`src/rtl/grf_wb_pkg.sv`:
```
// grf_wb_pkg: shared widths and the queue entry type for the GRF
// write-back merge queue (grf_wb_queue, grf_wb_lookup).
package grf_wb_pkg;

    localparam int unsigned REG_W  = 5;
    localparam int unsigned DATA_W = 32;

    // One buffered secondary write. valid=0 marks an entry that was
    // killed (or discarded at enqueue) but still occupies its slot.
    typedef struct packed {
        logic              valid;
        logic [REG_W-1:0]  a3;
        logic [DATA_W-1:0] wd;
        logic [DATA_W-1:0] pc;
    } wb_entry_t;

endpackage

```
`src/rtl/grf_wb_lookup.sv`:
```
// grf_wb_lookup: combinational youngest-first match over the queue
// entries, used by stall/forward logic.
// Ports:
//   i_entries  queue storage (indexed by low pointer bits)
//   i_head     read pointer with wrap bit
//   i_tail     write pointer with wrap bit
//   i_addr     register being looked up (0 never hits)
//   o_hit      a valid occupied entry targets i_addr
//   o_data     data of the youngest such entry, 0 on miss
module grf_wb_lookup
    import grf_wb_pkg::*;
#(
    parameter int unsigned DEPTH = 4,
    localparam int unsigned PW   = $clog2(DEPTH)
) (
    input  wb_entry_t          i_entries [DEPTH],
    input  logic [PW:0]        i_head,
    input  logic [PW:0]        i_tail,
    input  logic [REG_W-1:0]   i_addr,
    output logic               o_hit,
    output logic [DATA_W-1:0]  o_data
);

    logic [PW:0]   w_occ;
    logic [PW-1:0] w_idx;

    // Walk oldest to youngest; a later match overrides, so the result
    // belongs to the youngest matching entry.
    always_comb begin
        o_hit  = 1'b0;
        o_data = '0;
        w_idx  = '0;
        w_occ  = i_tail - i_head;
        for (int unsigned k = 0; k < DEPTH; k++) begin
            w_idx = i_head[PW-1:0] + PW'(k);
            if (((PW+1)'(k) < w_occ) && i_entries[w_idx].valid &&
                (i_entries[w_idx].a3 == i_addr) && (i_addr != '0)) begin
                o_hit  = 1'b1;
                o_data = i_entries[w_idx].wd;
            end
        end
    end

endmodule

```
`src/rtl/grf_wb_queue.sv`:
```
// grf_wb_queue: write-back merge queue in front of the single GRF write
// port. Primary writes pass straight through; secondary writes are
// buffered and drained in idle primary cycles.
// Optional macro GRF_WB_TRACE_EN: prints the commit trace on each edge
// with a GRF write to a non-zero register.
// Ports:
//   clk, reset (active-low async)
//   pri_we/pri_a3/pri_wd/pri_pc      primary write source
//   sec_valid/sec_ready/sec_a3/sec_wd/sec_pc  secondary handshake source
//   grf_we/grf_a3/grf_wd/grf_pc      GRF write port
//   q_addr/q_hit/q_data              pending-value lookup
//   q_empty                          no valid entries queued
module grf_wb_queue
    import grf_wb_pkg::*;
#(
    parameter int unsigned DEPTH = 4
) (
    input  logic              clk,
    input  logic              reset,
    input  logic              pri_we,
    input  logic [REG_W-1:0]  pri_a3,
    input  logic [DATA_W-1:0] pri_wd,
    input  logic [DATA_W-1:0] pri_pc,
    input  logic              sec_valid,
    output logic              sec_ready,
    input  logic [REG_W-1:0]  sec_a3,
    input  logic [DATA_W-1:0] sec_wd,
    input  logic [DATA_W-1:0] sec_pc,
    output logic              grf_we,
    output logic [REG_W-1:0]  grf_a3,
    output logic [DATA_W-1:0] grf_wd,
    output logic [DATA_W-1:0] grf_pc,
    input  logic [REG_W-1:0]  q_addr,
    output logic              q_hit,
    output logic [DATA_W-1:0] q_data,
    output logic              q_empty
);

    localparam int unsigned PW      = $clog2(DEPTH);
    localparam logic [PW:0] PTR_ONE = (PW+1)'(1);
    localparam logic [PW:0] FULL    = (PW+1)'(DEPTH);

    wb_entry_t     r_q [DEPTH];
    logic [PW:0]   r_head;
    logic [PW:0]   r_tail;

    logic [PW:0]   w_occ;
    logic [PW-1:0] w_hidx;
    logic [PW-1:0] w_tidx;
    wb_entry_t     w_head;
    logic          w_pri_eff;
    logic          w_pop;
    logic          w_push;
    logic          w_new_valid;
    logic          w_any_valid;

    assign w_occ     = r_tail - r_head;
    assign w_hidx    = r_head[PW-1:0];
    assign w_tidx    = r_tail[PW-1:0];
    assign w_head    = r_q[w_hidx];
    assign w_pri_eff = pri_we && (pri_a3 != '0);
    assign sec_ready = (w_occ != FULL);
    assign w_pop     = !w_pri_eff && (w_occ != '0);
    assign w_push    = sec_valid && sec_ready;
    // Discarded writes (a3=0, or killed by the same-cycle primary) still
    // take a slot so occupancy stays a pure push/pop count.
    assign w_new_valid = (sec_a3 != '0) && !(w_pri_eff && (pri_a3 == sec_a3));

    always_ff @(posedge clk or negedge reset) begin
        if (!reset) begin
            r_head <= '0;
            r_tail <= '0;
            for (int unsigned i = 0; i < DEPTH; i++) r_q[i] <= '0;
        end else begin
            for (int unsigned i = 0; i < DEPTH; i++) begin
                if (w_pri_eff && (r_q[i].a3 == pri_a3)) r_q[i].valid <= 1'b0;
            end
            if (w_pop) begin
                r_q[w_hidx].valid <= 1'b0;
                r_head <= r_head + PTR_ONE;
            end
            // Push never targets an occupied slot (sec_ready=0 when full),
            // so it safely overrides the kill/pop clears above.
            if (w_push) begin
                r_q[w_tidx] <= '{valid: w_new_valid, a3: sec_a3, wd: sec_wd, pc: sec_pc};
                r_tail <= r_tail + PTR_ONE;
            end
        end
    end

    // Output mux gated by reset so no write is presented while in reset.
    always_comb begin
        grf_we = 1'b0;
        grf_a3 = '0;
        grf_wd = '0;
        grf_pc = '0;
        if (reset) begin
            if (w_pri_eff) begin
                grf_we = 1'b1;
                grf_a3 = pri_a3;
                grf_wd = pri_wd;
                grf_pc = pri_pc;
            end else if (w_pop && w_head.valid) begin
                grf_we = 1'b1;
                grf_a3 = w_head.a3;
                grf_wd = w_head.wd;
                grf_pc = w_head.pc;
            end
        end
    end

    // Popped and killed slots have valid cleared, so a flat OR suffices.
    always_comb begin
        w_any_valid = 1'b0;
        for (int unsigned i = 0; i < DEPTH; i++) w_any_valid = w_any_valid | r_q[i].valid;
    end
    assign q_empty = ~w_any_valid;

    grf_wb_lookup #(.DEPTH(DEPTH)) u_lookup (
        .i_entries (r_q),
        .i_head    (r_head),
        .i_tail    (r_tail),
        .i_addr    (q_addr),
        .o_hit     (q_hit),
        .o_data    (q_data)
    );

`ifdef GRF_WB_TRACE_EN
    always_ff @(posedge clk) begin
        if (grf_we && (grf_a3 != '0))
            $display("%d@%h: $%d <= %h", $time, grf_pc, grf_a3, grf_wd);
    end
`endif

endmodule

```
`config.mk`:
```
export PLATFORM = sky130hd
export DESIGN_NAME = grf_wb_queue
export DESIGN_NICKNAME = d
export VERILOG_FILES = /design/src/rtl/grf_wb_pkg.sv /design/src/rtl/grf_wb_lookup.sv /design/src/rtl/grf_wb_queue.sv
export SDC_FILE = /design/constraint.sdc
export NUM_CORES = 1
export LEC_CHECK = 0
export BUFFER_PORTS_ARGS = -buffer_cell sky130_fd_sc_hd__clkbuf_2
export CORE_MARGIN = 5
export CORE_UTILIZATION = 35
export DETAILED_ROUTE_END_ITERATION = 8
export PLACE_DENSITY_LB_ADDON = 0.15
export RECOVER_POWER = 100
export SYNTH_ARGS = -nofsm -noshare
export SYNTH_HDL_FRONTEND = slang
export SYNTH_SLANG_ARGS = --single-unit
```
`constraint.sdc`:
```
create_clock -name clk -period 4.4 [get_ports clk]
set_input_delay 0.88 -clock clk [delete_from_list [all_inputs] [get_ports clk]]
set_output_delay 0.88 -clock clk [all_outputs]
set_load 0.005 [all_outputs]
```
# After elaboration in Yosys (flattened, before gate mapping)

Cells that the tools add are included.

Register bits: 286
Bits of input ports: 147
Output and inout port bits: 105
Logic and storage cells: 128

Add/subtract/negate cells: 6
$lt $le $gt $ge: 11
Equality and inequality tests: 10
Muxes and demuxes: 44
Bitwise gates (word level): 9
Reductions and logical operators: 30

Operator list:

| kind                  | number |
|---|---|
| $mux W70              | 10 |
| $bmux W70 S2          | 4 |
| $bwmux W280           | 2 |
| $mux W280             | 2 |
| $mux W32              | 10 |
| $demux W70 S2         | 2 |
| $eq A5 B5 Y1          | 9 |
| $logic_and A1 B1 Y1   | 24 |
| $ge A3 B3 Y1 const B  | 5 |
| $mux W5               | 3 |
| $not A2 Y3            | 5 |
| $reduce_bool A5 Y1    | 3 |
| $mux W1               | 11 |
| $add A3 B1 Y3 const B | 2 |
| $lt A1 B3 Y1 const A  | 2 |
| $lt A2 B3 Y1 const A  | 2 |
| $lt A3 B1 Y1 const B  | 2 |
| $add A2 B2 Y2 const B | 2 |
| $ne A3 B3 Y1 const B  | 1 |
| $or A1 B1 Y1          | 3 |
| $reduce_bool A3 Y1    | 1 |
| $sub A3 B3 Y3         | 1 |
| $add A2 B1 Y2 const B | 1 |
| $logic_not A1 Y1      | 2 |
| $not A1 Y1            | 1 |

# Depth between registers and ports, before layout

Gate-level depths: netlist of run 1.

Depth in word-level cells: 11
Depth in mapped cells: 14
Gate-level depth less buffers: 9

# Hierarchy

From an unflattened synthesis of run 1, not the netlist that was laid out.

Cells, all modules: 1,465
Area, all modules: 18,293.8 um^2

By module, submodules not included:

| module        | instances | cells an instance | area each (um^2) | sequential area each (um^2) |
|---|---|---|---|---|
| grf_wb_queue  | 1         | 859               | 13,596.8         | 7,156.9 |
| grf_wb_lookup | 1         | 606               | 4,697.0          | 0.0 |

# Worst setup path after synthesis of run 1

OpenSTA, ideal clock, no wires.

Kind: register to output
From: register r_head[0]
To: output q_data[0]
Data arrival time: 3.119 ns
Required time: 3.520 ns
Path slack: 0.401 ns
Stages on the path, launching flop included: 15
Cells stage by stage: dfrtp_1 -> buf_6 -> buf_4 -> inv_1 -> ha_1 -> buf_2 -> buf_6 -> mux4_2 -> xnor2_1 -> nand3_1 -> a211oi_2 -> buf_4 -> buf_4 -> mux2i_1 -> o211ai_2

Elaborated cells on any way between the ends: 44
Classes of those cells: add/sub: 4; order compare: 4; eq/ne: 4; mux: 16; bitwise: 4; reduce/logical: 12

RTL lines:

| element                                             | line                                                          | RTL |
|---|---|---|
| start: declaration                                  | grf_wb_queue.sv:44                                            | `logic [PW:0] r_head;` |
| start signal: assignment                            | grf_wb_queue.sv:80                                            | `r_head <= r_head + PTR_ONE;` |
| $add A2 B2 Y2 *                                     | grf_wb_lookup.sv:35                                           | `w_idx = i_head[PW-1:0] + PW'(k);` |
| named net u_lookup.w_idx[0]                         | grf_wb_lookup.sv:25                                           | `logic [PW-1:0] w_idx;` |
| $not A2 Y3 (implied by the code) *                  | grf_wb_lookup.sv:36, grf_wb_lookup.sv:37, grf_wb_lookup.sv:39 |  |
| $bmux W70 S2 *                                      | grf_wb_lookup.sv:36, grf_wb_lookup.sv:37, grf_wb_lookup.sv:39 |  |
| $mux W70 (implied by the code) * (2 in a row)       | grf_wb_lookup.sv:36                                           | `if (((PW+1)'(k) < w_occ) && i_entries[w_idx].valid &&` |
| $eq A5 B5 Y1 or $logic_and A1 B1 Y1 (tied branches) | grf_wb_lookup.sv:37, grf_wb_lookup.sv:36                      |  |
| $logic_and A1 B1 Y1                                 | grf_wb_lookup.sv:36                                           |  |
| $logic_and A1 B1 Y1                                 | grf_wb_lookup.sv:37                                           | `(i_entries[w_idx].a3 == i_addr) && (i_addr != '0)) begin` |
| $mux W32 *                                          | grf_wb_lookup.sv:36                                           |  |
| end: declaration                                    | grf_wb_queue.sv:35                                            | `output logic [DATA_W-1:0] q_data,` |

The timed path passes the listed nets; every way through them passes the cells marked *. The select of a mux whose other input is x is not followed.

# Worst setup path in the final report of run 1

From: register r_head[0]
To: output q_data[22]

Same word-level chain as after synthesis.

==> results of run 1 <==
-- stage by stage --
step | setup TNS, ns | util [%] | setup slack [ns] | hold slack, ns
CTS | 0 | 42.17 | 0.004945 | 0.2430
global placement | 0 | 39.41 | 0.2390 | 0.4812
floorplan | 0 | - | 0.4013 | 0.4475
finish | 0 | 42.20 | 0.1029 | 0.2505
global route | -0.9911 | 42.19 | -0.04097 | 0.2631
detailed placement | 0 | 39.41 | 0.2565 | 0.4794
-- what timing repair did --
item                                    CTS  global route
pin swaps                                 5             5
endpoints found under the setup margin   92            37
hold buffers                              0             0
gates cloned                              1             0
buffers inserted                          7             9
gates resized for setup                  29            16
-- cells in the mapped netlist (3+ instances only) --
cell type  instances
dfrtp_1          286
mux2_2           276
mux4_2           175
nor2b_1           70
a22oi_1           69
buf_2             63
nand2_1           47
mux2i_1           42
xnor2_1           34
clkbuf_1          33
nand3_1           33
o211ai_2          29
xor2_1            19
nand4_1           13
buf_4             11
ha_1               9
o21ai_0            9
buf_1              8
inv_1              7
buf_6              6
nor3_1             6
nor2_1             4
and2_1             3
mux4_1             3
or4_1              3
-- layout make-up --
cell class / instances / area, um^2 / share of cell area [%]
multi-input cells: 876 / 10450 / 48.26
flip-flops and latches: 286 / 7164 / 33.10
repair buffers: 311 / 1928 / 8.907
clock buffers: 53 / 1066 / 4.925
well taps: 680 / 850.8 / 3.930
clock inverters: 11 / 157.7 / 0.7283
inverters: 7 / 28.78 / 0.1329
diodes: 2 / 5.005 / 0.02312
-- kinds of logic (layout without fill, tap and decap cells) --
kind of cell	Yosys count	count (layout)	share of synthesized area, %
AOI/OAI and AO/OA	124	124	5.950
xor gates and xnor gates	55	55	2.775
adders and majority gates	10	10	0.7317
buffers and inverters	128	382	3.562
DFF	286	286	39.48
muxes	496	496	41.64
other	0	2	0
and+or+nand+nor	191	191	5.854
-- flip-flops by register name, summed over array words and instances, names as in the netlist --
name	flops
r_tail	3
r_head	3
r_q	280
-- per-layer routing --
layer	vias up	wire, um
met2	344	24230
li1	5481	-
met1	6502	23620
met3	71	3300
met5	-	73
met4	10	962
-- layout by cell type (no fill, tap or decap), drive strengths merged, types with 2 or more instances in the layout --
cell type	count
a211oi	2
a21oi	3
a22oi	69
and2	3
buf	48
bufinv	4
clkbuf	316
clkinv	6
dfrtp	286
diode	2
ha	9
inv	7
mux2	276
mux2i	42
mux4	178
nand2	47
nand3	33
nand4	14
nor2	5
nor2b	70
nor3	6
nor4	3
o211ai	31
o21a	2
o21ai	9
or3	2
or4	3
xnor2	35
xor2	19
-- power groups by stage --
| stage | Combinational [mW] | Clock, mW | Sequential [mW] |
|---|---|---|---|
| final | 9.94 | 3.06 | 5.27 |
| after global routing | 10.7 | 3.27 | 5.44 |
| after CTS | 10.0 | 3.17 | 5.23 |
| after detailed placement | 9.84 | 0 | 5.27 |
| after global placement | 9.74 | 0 | 5.17 |
| after floorplan | 7.66 | 0 | 4.81 |
-- critical path, stage by stage (launching register included) --
cell	delay [ns]
dfrtp_4	0.47
inv_4	0.05
ha_4	0.33
mux4_2	0.54
xnor2_2	0.15
nand4_1	0.17
a211oi_4	0.23
buf_6	0.19
buf_12	0.18
mux2i_1	0.09
o211ai_1	0.29
buf_2	0.18
-- worst min-delay path by stage --
| stage | slack, ns | cells past startpoint | start | endpoint |
|---|---|---|---|---|
| floorplan | 0.45 | 1 | r_head[2] | r_head[2] |
| global placement | 0.48 | 1 | r_q[10] | r_q[10] |
| detailed placement | 0.48 | 1 | r_head[2] | r_head[2] |
| CTS | 0.24 | 1 | reset | r_q[106] |
| global route | 0.26 | 1 | reset | r_q[106] |
| finish | 0.25 | 1 | reset | r_q[106] |
==> results_tabular.tex, run 1 <==
\begin{tabular}{lr}
\hline
Metric & Value \\
\hline
\multicolumn{2}{l}{\textbf{Outcome}} \\
Result of the run & complete, but fails checks \\
Failing checks & capacitance limit, slew limit \\
\multicolumn{2}{l}{\textbf{Logic synthesis}} \\
Number of synthesized register bits & 286 \\
Average cell area after synthesis & 14.05 um\^{}2 \\
Number of different library cells in the post-synthesis netlist & 53 \\
Number of flops mapped to enable cells by yosys & 0 \\
Netlist area before placement & 18130 um\^{}2 \\
Fraction of the yosys area taken by sequential cells & 39.48\% \\
Yosys Warn Count & 0 \\
Async SR Flop Fraction & 100.0\% \\
Main synth FF type & dfrtp\_1 \\
Synth top area share & 39.48\% \\
Cell accounting for the most synthesized area & dfrtp\_1 \\
Top area cells in the synthesized netlist & dfrtp\_1 (39\%), mux4\_2 (22\%), mux2\_2 (17\%) \\
Number of instances in the synthesized netlist & 1290 \\
Net Count, Synth & 1447 \\
\multicolumn{2}{l}{\textbf{Layout}} \\
Filler cell count in the final layout & 4796 \\
Number of nets in the layout & 1675 \\
Fraction of layout instances using a drive strength above 1 & 56.02\% \\
Layout overhead on the synthesized area & 19.42\% \\
Design area & 21650 um\^{}2 \\
Count of placed standard cells in the final layout, fillers left out & 2226 \\
\multicolumn{2}{l}{\textbf{Routing}} \\
Length of the first detailed-routing pass in iterations & 4 \\
\# DRC & 0 \\
DR vias & 12408 \\
Vias per inst & 5.574 \\
Average wire per standard cell & 23.45 um \\
Total Wirelength & 52.19 mm \\
Number of DRC markers after the initial detailed-route iteration & 636 \\
Count of nets left with antenna violations after detail routing & 0 \\
\multicolumn{2}{l}{\textbf{GRT}} \\
Global route hottest layer & met2 \\
Met3 usage & 4.629\% \\
Overall routing resource usage & 18.18\% \\
Met1 capacity usage during global routing & 25.88\% \\
Number of global-route vias before repair & 12860 \\
Wire length of the first global-routing pass & 80.29 mm \\
Antenna violations before repair & 8 \\
Met2 Use GR & 28.51\% \\
Largest net degree at the start of global routing & 130 \\
Total grt overflow & 0 \\
\multicolumn{2}{l}{\textbf{Die}} \\
Total die area & 56440 um\^{}2 \\
Core footprint & 51300 um\^{}2 \\
Number of I/O pins & 252 \\
Placement Rows & 83 \\
Effective utilization at floorplan & 35.33\% \\
Die boundary width & 237.6 um \\
Vertical die dimension & 237.6 um \\
\multicolumn{2}{l}{\textbf{Setup path}} \\
Crit Reg-Reg Startpoint & r\_head[1] \\
Worst setup path startpoint & r\_head[0] \\
Req. time, crit path & 3.52 ns \\
Kind of start point of the critical path & register \\
Worst reg2reg endpoint & r\_q[106] \\
Capturing element of the worst setup path & q\_data[22] \\
Depth of the worst register-to-register path & 8 \\
Critical setup path kind & reg -> out \\
Endpoint type of the worst setup path & primary output \\
Largest fanout of any net on the critical path & 11 \\
Arrival time worst endpoint & 3.42 ns \\
Register-to-Register Setup Slack & 0.14 ns \\
\multicolumn{2}{l}{\textbf{Power}} \\
Internal cell power & 11.58 mW \\
Leakage component of the power & 8.848 nW \\
Overall power of the completed layout & 18.27 mW \\
Power share of the clock group & 16.7\% \\
Sequential group share of total power & 28.8\% \\
Switching power of the nets & 6.688 mW \\
Switching portion of total power & 36.62\% \\
Maximum vdd ir drop & 0.4996 mV \\
Proportion of power drawn by combinational gates & 54.4\% \\
Ratio of total power to cell area & 843.8 nW/um\^{}2 \\
\multicolumn{2}{l}{\textbf{STA}} \\
Unrepaired setup endpoints after global routing & yes \\
Final hold viol count & 0 \\
Count of final max-slew check failures & 169 \\
Final clock period utilization by the worst path & 97.66\% \\
Final worst clock skew & 0.01569 ns \\
Tmin final & 4.297 ns \\
Max-slew headroom at the worst pin & -50.63\% \\
Highest achievable clock rate & 232.7 MHz \\
Final setup violating endpoints & 0 \\
Transition at the pin with the smallest max-transition slack & 2.259 ns \\
\multicolumn{2}{l}{\textbf{Placed design}} \\
Routability Congestion & 0.8129 \\
Sum of net half-perimeters after detailed placement & 35.28 mm \\
Post-detailed-placement cell area & 20220 um\^{}2 \\
Number of instances in the placed design & 2143 \\
Number of I/O port buffers & 251 \\
\multicolumn{2}{l}{\textbf{Clock tree}} \\
H-Tree Depth & 2 \\
Clock tree root driver cell & clkbuf\_16 \\
Clock latency of the later-clocked register in the worst-skew pair & 0.53 ns \\
Total clock buffers created by CTS & 36 \\
Clock tree from TritonCTS & yes \\
Clock-pin slew of the registers on the worst-case setup and hold paths & 0.06 ns \\
Number of sinks driven by the clock tree & 286 \\
Buffer levels on the longest clock path & 3 \\
\multicolumn{2}{l}{\textbf{Worst hold path}} \\
Worst min path class & in -> async \\
\multicolumn{2}{l}{\textbf{Job}} \\
Total of max-cap violations & 5 \\
\hline
\end{tabular}
(Power assumes the default switching activity.)
==> inputs of run 2 (changes only) <==
- PLACE_DENSITY: not set -> 0.57
- PLACE_DENSITY_LB_ADDON: 0.15 -> not set
- SKIP_LAST_GASP: not set -> 1
==> run 2 against run 1 <==
  * Setup slack got worse by 0.077 ns
  * Clock power shrank 7.2%
  * Cell count is 0.36% lower
  * Flip-flop and latch count is the same
  * Register-to-register slack better by 0.79 ns
  * The run still ends with capacitance limit, slew limit left
  * Non-clock buffer count fell by 4
  * Sequential share of layout area grew 0.079 points
  * Highest routed layer unchanged
  * Clock skew increased by 0.0025 ns
  * First-iteration DRC count rose by 32%
  * Critical path type unchanged
==> results_tabular.tex, run 2 (same netlist as run 1, synthesis figures left out) <==
\begin{tabular}{lr}
\hline
Metric & Value \\
\hline
\multicolumn{2}{l}{\textbf{Placed design}} \\
Worst slack, placed & 0.3726 ns (+0.1161 ns) \\
Routability Congestion & 0.8763 (+7.8\%) \\
Sum of net half-perimeters after detailed placement & 34.61 mm (-1.9\%) \\
Number of I/O port buffers & 251 (unchanged) \\
Number of instances in the placed design & 2139 (-0.19\%) \\
\multicolumn{2}{l}{\textbf{Setup path}} \\
Largest fanout of any net on the critical path & 8 (-3) \\
Library cell contributing the largest single delay on the critical path & dfrtp\_4 \\
Top Family by Delay on Critical Path & buffers and inverters \\
Worst reg2reg endpoint & r\_q[91] \\
Kind of start point of the critical path & register \\
Endpoint type of the worst setup path & primary output \\
Critical Path Most Common Cell & buf\_4 \\
CP bufs+invs & 5 (+1) \\
Crit-path cells & ha\_1, fa\_2, xnor3\_2, buf\_4, buf\_4, a211oi\_4, buf\_4, o211ai\_4, buf\_12, o211ai\_1, buf\_2 \\
Crit Reg-Reg Startpoint & r\_head[0] \\
Register-to-Register Setup Slack & 0.93 ns (+0.79 ns) \\
Largest incremental delay on the critical path & 0.52 ns (-0.02 ns) \\
Depth of the worst register-to-register path & 8 (unchanged) \\
Req. time, crit path & 3.52 ns (about the same) \\
Arrival time worst endpoint & 3.49 ns (+0.07 ns) \\
Critical setup path kind & reg -> out \\
\multicolumn{2}{l}{\textbf{Power}} \\
Switching power of the nets & 6.722 mW (+0.50\%) \\
Leakage component of the power & 8.843 nW (about the same) \\
Switching portion of total power & 37.00\% (+0.39 points) \\
Power share of the clock group & 15.6\% (-1.1 points) \\
Maximum vdd ir drop & 0.4991 mV (-0.11\%) \\
Ratio of total power to cell area & 841.2 nW/um\^{}2 (-0.31\%) \\
Proportion of power drawn by combinational gates & 55.2\% (+0.8 points) \\
Internal cell power & 11.44 mW (-1.1\%) \\
Sequential group share of total power & 29.1\% (+0.3 points) \\
\multicolumn{2}{l}{\textbf{Die}} \\
Effective utilization at floorplan & 35.33\% (unchanged) \\
Placement Rows & 83 (unchanged) \\
Total die area & 56440 um\^{}2 (unchanged) \\
Core footprint & 51300 um\^{}2 (unchanged) \\
Vertical die dimension & 237.6 um (unchanged) \\
Number of I/O pins & 252 (unchanged) \\
Die boundary width & 237.6 um (unchanged) \\
\multicolumn{2}{l}{\textbf{Layout}} \\
Number of nets in the layout & 1671 (-0.24\%) \\
Highest-count cells in the layout ignoring fill and taps & dfrtp\_1 (284), mux2\_2 (276), clkbuf\_2 (249) \\
Count of placed standard cells in the final layout, fillers left out & 2218 (-0.36\%) \\
Registers with the most flip-flops & r\_q (280), r\_head (3), r\_tail (3) \\
Layout overhead on the synthesized area & 19.14\% \\
Largest register by flop count & r\_q \\
Leading cell type in the layout, fill and taps excluded & dfrtp\_1 \\
Number of flip-flops in the largest register & 280 (unchanged) \\
Fraction of layout instances using a drive strength above 1 & 56.05\% (about the same) \\
Filler cell count in the final layout & 4831 (+0.73\%) \\
\multicolumn{2}{l}{\textbf{GRT}} \\
Number of global-route vias before repair & 12955 (+0.74\%) \\
Wire length of the first global-routing pass & 79.60 mm (-0.86\%) \\
Total grt overflow & 0 (unchanged) \\
Antenna violations before repair & 8 (unchanged) \\
Largest net degree at the start of global routing & 152 (+17\%) \\
Overall routing resource usage & 17.94\% (-0.24 points) \\
\multicolumn{2}{l}{\textbf{Job}} \\
Total of max-cap violations & 2 (-3) \\
\multicolumn{2}{l}{\textbf{STA}} \\
Count of final max-slew check failures & 78 (-54\%) \\
Tmin final & 4.374 ns (+0.07738 ns) \\
Max-slew headroom at the worst pin & -47.70\% (+2.9 points) \\
Final clock period utilization by the worst path & 99.42\% (+1.8 points) \\
Transition at the pin with the smallest max-transition slack & 2.215 ns (-0.04398 ns) \\
Final worst clock skew & 0.01823 ns (+0.002547 ns) \\
Unrepaired setup endpoints after global routing & yes \\
Final setup violating endpoints & 0 (unchanged) \\
Final hold viol count & 0 (unchanged) \\
Setup ws final & 0.02552 ns (-0.07738 ns) \\
Highest achievable clock rate & 228.6 MHz (-1.8\%) \\
\multicolumn{2}{l}{\textbf{Clock tree}} \\
Total clock buffers created by CTS & 36 (unchanged) \\
Buffer levels on the longest clock path & 3 (unchanged) \\
Clock latency of the later-clocked register in the worst-skew pair & 0.54 ns (about the same) \\
Clock-pin slew of the registers on the worst-case setup and hold paths & 0.06 ns (about the same) \\
Number of sinks driven by the clock tree & 286 (unchanged) \\
H-Tree Depth & 2 (unchanged) \\
Clock tree from TritonCTS & yes \\
Clock tree root driver cell & clkbuf\_16 \\
\multicolumn{2}{l}{\textbf{Routing}} \\
Vias per inst & 5.618 (+0.78\%) \\
Length of the first detailed-routing pass in iterations & 5 (+1) \\
DR vias & 12460 (+0.42\%) \\
\# DRC & 0 (unchanged) \\
Total Wirelength & 52.16 mm (about the same) \\
Count of nets left with antenna violations after detail routing & 0 (unchanged) \\
Average wire per standard cell & 23.52 um (+0.31\%) \\
Number of DRC markers after the initial detailed-route iteration & 838 (+32\%) \\
\multicolumn{2}{l}{\textbf{Outcome}} \\
Failing checks & capacitance limit, slew limit \\
Result of the run & complete, but fails checks \\
\multicolumn{2}{l}{\textbf{Worst hold path}} \\
Worst min path class & in -> async \\
\hline
\end{tabular}
-- run 2: cell type report --
class                      count  area [um^2]  share of cell area, %
antenna                        2        5.005                0.02317
clock buffer                  52         1052                  4.873
clock inverter                 8        65.06                 0.3013
inverter                       7        28.78                 0.1333
multi-input combinational    876        10440                  48.35
sequential                   286         7164                  33.17
tap                          680        850.8                  3.940
timing repair buffer         307         1987                  9.200
-- run 2: how the worst max path moves through the flow --
stage	slack (ns)	cells after the start	start	end
after floorplan	0.40	14	r_head[0]	q_data[0]
after global placement	0.34	10	r_head[0]	q_data[22]
after detailed placement	0.37	10	r_head[1]	q_data[22]
after CTS	-0.03	11	r_head[1]	q_data[11]
after global routing	-0.09	11	r_head[0]	q_data[22]
final	0.03	11	r_head[0]	q_data[22]
-- run 2: per-stage QoR --
step                      util, %  power, mW  TNS, ns  area (um^2)  hold WS (ns)
after floorplan                 -      12.47        0        18130        0.4475
after global placement      39.30      14.72        0        20160        0.4814
after detailed placement    39.30      14.98        0        20160        0.4876
after CTS                   41.68      18.10  -0.2612        21380        0.3186
after global routing        42.09      19.36   -1.008        21590        0.3469
final                       42.10      18.17        0        21600        0.3350
-- run 2: repair_timing --
action,CTS,global route
pin swaps,2,9
setup endpoints to repair,39,83
setup buffers,5,7
gates resized for setup,9,26
hold buffers,0,0
cloned,1,4
-- run 2: metal layers --
metal  GRT usage [%]  routed length (um)  part of all wire, %
met5               0                  73                 0.14
met4           3.936                 967                  1.9
met3           5.117                3745                  7.2
met2           29.09               24860                   48
met1           24.23               22520                   43
-- run 2: power by group through the flow --
| stage | Combinational (mW) | Sequential (mW) | Clock (mW) |
|---|---|---|---|
| after global placement | 9.56 | 5.16 | 0 |
| after detailed placement | 9.70 | 5.28 | 0 |
| after floorplan | 7.66 | 4.81 | 0 |
| after global routing | 10.8 | 5.47 | 3.06 |
| final | 10.0 | 5.29 | 2.84 |
| after CTS | 9.90 | 5.24 | 2.96 |
==> inputs of run 3 (changes only) <==
- PLACE_DENSITY: 0.57 -> not set
- PLACE_DENSITY_LB_ADDON: not set -> 0.1
==> run 3 against run 2 <==
  * The run still ends with capacitance limit, slew limit left
  * Hold slack got worse by 0.064 ns
  * Combinational power is essentially flat
  * Sequential power is essentially flat
  * Critical path type unchanged
  * Non-clock buffer count grew 11
  * Largest cell class unchanged
  * Maximum frequency increased by 0.97%
  * Power up 2.5%
  * First-iteration DRC count shrank 8.9%
  * Cell count grew 0.68%
  * Largest power group unchanged
  * Critical endpoint is now q_data[9]
==> results_tabular.tex, run 3 (same netlist as run 1, synthesis figures left out) <==
\begin{tabular}{lr}
\hline
Metric & Value \\
\hline
\multicolumn{2}{l}{\textbf{Layout}} \\
Fraction of layout instances using a drive strength above 1 & 55.71\% (-0.35 points) \\
Layout overhead on the synthesized area & 20.46\% \\
Registers with the most flip-flops & r\_q (280), r\_head (3), r\_tail (3) \\
Number of nets in the layout & 1682 (+0.66\%) \\
Final core area utilization & 42.56\% (+0.47 points) \\
Number of flip-flops in the largest register & 280 (unchanged) \\
Leading cell type in the layout, fill and taps excluded & dfrtp\_1 \\
Largest register by flop count & r\_q \\
Highest-count cells in the layout ignoring fill and taps & dfrtp\_1 (284), mux2\_2 (276), clkbuf\_2 (233) \\
\multicolumn{2}{l}{\textbf{Outcome}} \\
Failing checks & capacitance limit, slew limit \\
Result of the run & complete, but fails checks \\
\multicolumn{2}{l}{\textbf{Power}} \\
Power share of the clock group & 16.8\% (+1.2 points) \\
Ratio of total power to cell area & 852.6 nW/um\^{}2 (+1.3\%) \\
Sequential group share of total power & 28.3\% (-0.8 points) \\
Leakage component of the power & 8.931 nW (+1.0\%) \\
Switching portion of total power & 36.52\% (-0.48 points) \\
Switching power of the nets & 6.798 mW (+1.1\%) \\
Proportion of power drawn by combinational gates & 54.9\% (-0.3 points) \\
Internal cell power & 11.82 mW (+3.3\%) \\
Maximum vdd ir drop & 0.5125 mV (+2.7\%) \\
\multicolumn{2}{l}{\textbf{Placed design}} \\
Routability Congestion & 0.7929 (-9.5\%) \\
Number of I/O port buffers & 251 (unchanged) \\
Worst slack, placed & 0.2193 ns (-0.1532 ns) \\
Sum of net half-perimeters after detailed placement & 34.93 mm (+0.92\%) \\
\multicolumn{2}{l}{\textbf{STA}} \\
Final hold viol count & 0 (unchanged) \\
Count of final max-slew check failures & 89 (+14\%) \\
Worst hold slack after final layout & 0.2715 ns (-0.06351 ns) \\
Max-slew headroom at the worst pin & -74.05\% (-26 points) \\
Tmin final & 4.332 ns (-0.04221 ns) \\
Setup ws final & 0.06772 ns (+0.04221 ns) \\
Transition at the pin with the smallest max-transition slack & 2.611 ns (+0.3953 ns) \\
Unrepaired setup endpoints after global routing & yes \\
Highest achievable clock rate & 230.8 MHz (+0.97\%) \\
Final setup violating endpoints & 0 (unchanged) \\
Final worst clock skew & 0.02304 ns (+0.004808 ns) \\
Final clock period utilization by the worst path & 98.46\% (-0.96 points) \\
\multicolumn{2}{l}{\textbf{Routing}} \\
Count of nets left with antenna violations after detail routing & 0 (unchanged) \\
Number of DRC markers after the initial detailed-route iteration & 763 (-8.9\%) \\
Vias per inst & 5.613 (about the same) \\
DR vias & 12533 (+0.59\%) \\
Average wire per standard cell & 24.23 um (+3.0\%) \\
Total Wirelength & 54.10 mm (+3.7\%) \\
Length of the first detailed-routing pass in iterations & 6 (+1) \\
\# DRC & 0 (unchanged) \\
\multicolumn{2}{l}{\textbf{Setup path}} \\
Crit Reg-Reg Startpoint & r\_head[0] \\
Kind of start point of the critical path & register \\
Worst reg2reg endpoint & r\_q[254] \\
CP bufs+invs & 5 (unchanged) \\
Register-to-Register Setup Slack & 0.09 ns (-0.84 ns) \\
Top Family by Delay on Critical Path & buffers and inverters \\
Critical setup path kind & reg -> out \\
Largest fanout of any net on the critical path & 5 (-3) \\
Arrival time worst endpoint & 3.45 ns (-0.04 ns) \\
Largest incremental delay on the critical path & 0.50 ns (-0.02 ns) \\
Critical Path Most Common Cell & buf\_6 \\
Worst setup path startpoint & r\_head[0] \\
Depth of the worst register-to-register path & 9 (+1) \\
Crit-path cells & buf\_6, ha\_4, fa\_2, xnor3\_1, buf\_6, a21oi\_1, nand3\_2, or2\_4, o211ai\_4, buf\_12, clkbuf\_16, o211ai\_2, buf\_2 \\
Req. time, crit path & 3.52 ns (about the same) \\
Endpoint type of the worst setup path & primary output \\
Library cell contributing the largest single delay on the critical path & dfrtp\_4 \\
\multicolumn{2}{l}{\textbf{Clock tree}} \\
Clock tree from TritonCTS & yes \\
Number of sinks driven by the clock tree & 286 (unchanged) \\
Total clock buffers created by CTS & 36 (unchanged) \\
Clock-pin slew of the registers on the worst-case setup and hold paths & 0.06 ns (about the same) \\
Buffer levels on the longest clock path & 3 (unchanged) \\
Number of hold buffers added after CTS & 0 (unchanged) \\
Clock latency of the later-clocked register in the worst-skew pair & 0.54 ns (about the same) \\
H-Tree Depth & 2 (unchanged) \\
Clock tree root driver cell & clkbuf\_16 \\
\multicolumn{2}{l}{\textbf{Die}} \\
Core footprint & 51300 um\^{}2 (unchanged) \\
Placement Rows & 83 (unchanged) \\
Effective utilization at floorplan & 35.33\% (unchanged) \\
Vertical die dimension & 237.6 um (unchanged) \\
Total die area & 56440 um\^{}2 (unchanged) \\
Die boundary width & 237.6 um (unchanged) \\
Number of I/O pins & 252 (unchanged) \\
\multicolumn{2}{l}{\textbf{GRT}} \\
Met1 capacity usage during global routing & 26.28\% (+2.0 points) \\
Number of global-route vias before repair & 12965 (+0.077\%) \\
Overall routing resource usage & 18.86\% (+0.91 points) \\
Global route hottest layer & met2 \\
Wire length of the first global-routing pass & 82.99 mm (+4.3\%) \\
Antenna violations before repair & 5 (-3) \\
Largest net degree at the start of global routing & 83 (-45\%) \\
Met2 Use GR & 30.85\% (+1.8 points) \\
Total grt overflow & 0 (unchanged) \\
Met3 usage & 3.748\% (-1.4 points) \\
\multicolumn{2}{l}{\textbf{Worst hold path}} \\
Worst min path class & in -> async \\
\multicolumn{2}{l}{\textbf{Job}} \\
Total of max-cap violations & 2 (unchanged) \\
\hline
\end{tabular}
==> run 3: changes by cell type in the layout (fill, tap and decap cells not counted), moves of 3 or more <==
cell	delta
bufinv_16	+4
bufbuf_16	+4
nand2_4	-4
clkbuf_1	+14
clkbuf_4	+4
nand2_1	+4
xnor2_2	+5
buf_4	-3
clkinv_2	+3
clkbuf_2	-16
xnor2_1	-6
buf_2	+6
==> run 3: through the flow <==
stage	total power, mW	TNS (ns)	std cells	area, um^2
global placement	14.93	0	2142	20280
finish	18.62	0	2233	21830
detailed placement	15.12	0	2142	20280
floorplan	12.47	0	1290	18130
CTS	18.78	-0.001428	2223	21870
global route	19.79	-0.4819	2231	21830
==> run 3: worst max-delay path by stage <==
stage / to / slack (ns) / cells after the start
after floorplan: q_data[0] / 0.40 / 14
after global placement: grf_a3[3] / 0.27 / 10
after detailed placement: q_data[22] / 0.22 / 9
after CTS: q_data[22] / -0.001 / 11
after global routing: q_data[9] / -0.04 / 13
final: q_data[9] / 0.07 / 13
==> run 3: timing repair <==
action,in CTS,in global routing
buffers inserted,12,7
endpoints found under the setup margin,96,53
pin swaps,7,9
resized for setup,16,26
hold endpoints to repair,0,0
gates cloned,5,2
==> run 3: power groups by stage <==
stage | Sequential (mW) | Clock (mW) | Combinational (mW)
floorplan | 4.81 | 0 | 7.66
global placement | 5.18 | 0 | 9.75
detailed placement | 5.26 | 0 | 9.86
CTS | 5.22 | 3.23 | 10.3
global route | 5.44 | 3.32 | 11.0
finish | 5.27 | 3.12 | 10.2
==> run 3: final cells by class <==
cell class                      instances  area, um^2
Multi-Input combinational cell        876       10480
Clock inverter                         17       216.5
Fill cell                            4790       29470
Timing Repair Buffer                  318        2044
Tap cell                              680       850.8
Antenna cell                            2       5.005
Sequential cell                       286        7164
Inverter                                7       28.78
Clock buffer                           47        1044
==> run 3: routing by layer <==
metal | share of wire (%) | vias to the layer above
met1 | 44 | 6598
met3 | 5.8 | 60
met5 | 0.063 | -
li1 | - | 5508
met2 | 49 | 361
met4 | 1.7 | 6
==> run 3: worst register-to-register path: stages (launching register included) <==
cell and delay, ns:
dfrtp_4 0.50, buf_6 0.14, ha_4 0.15, fa_2 0.38, xnor3_1 0.25, nand3b_1 0.36
and2_0 0.39, nand2_1 1.00, buf_2 0.61, mux2_2 0.40
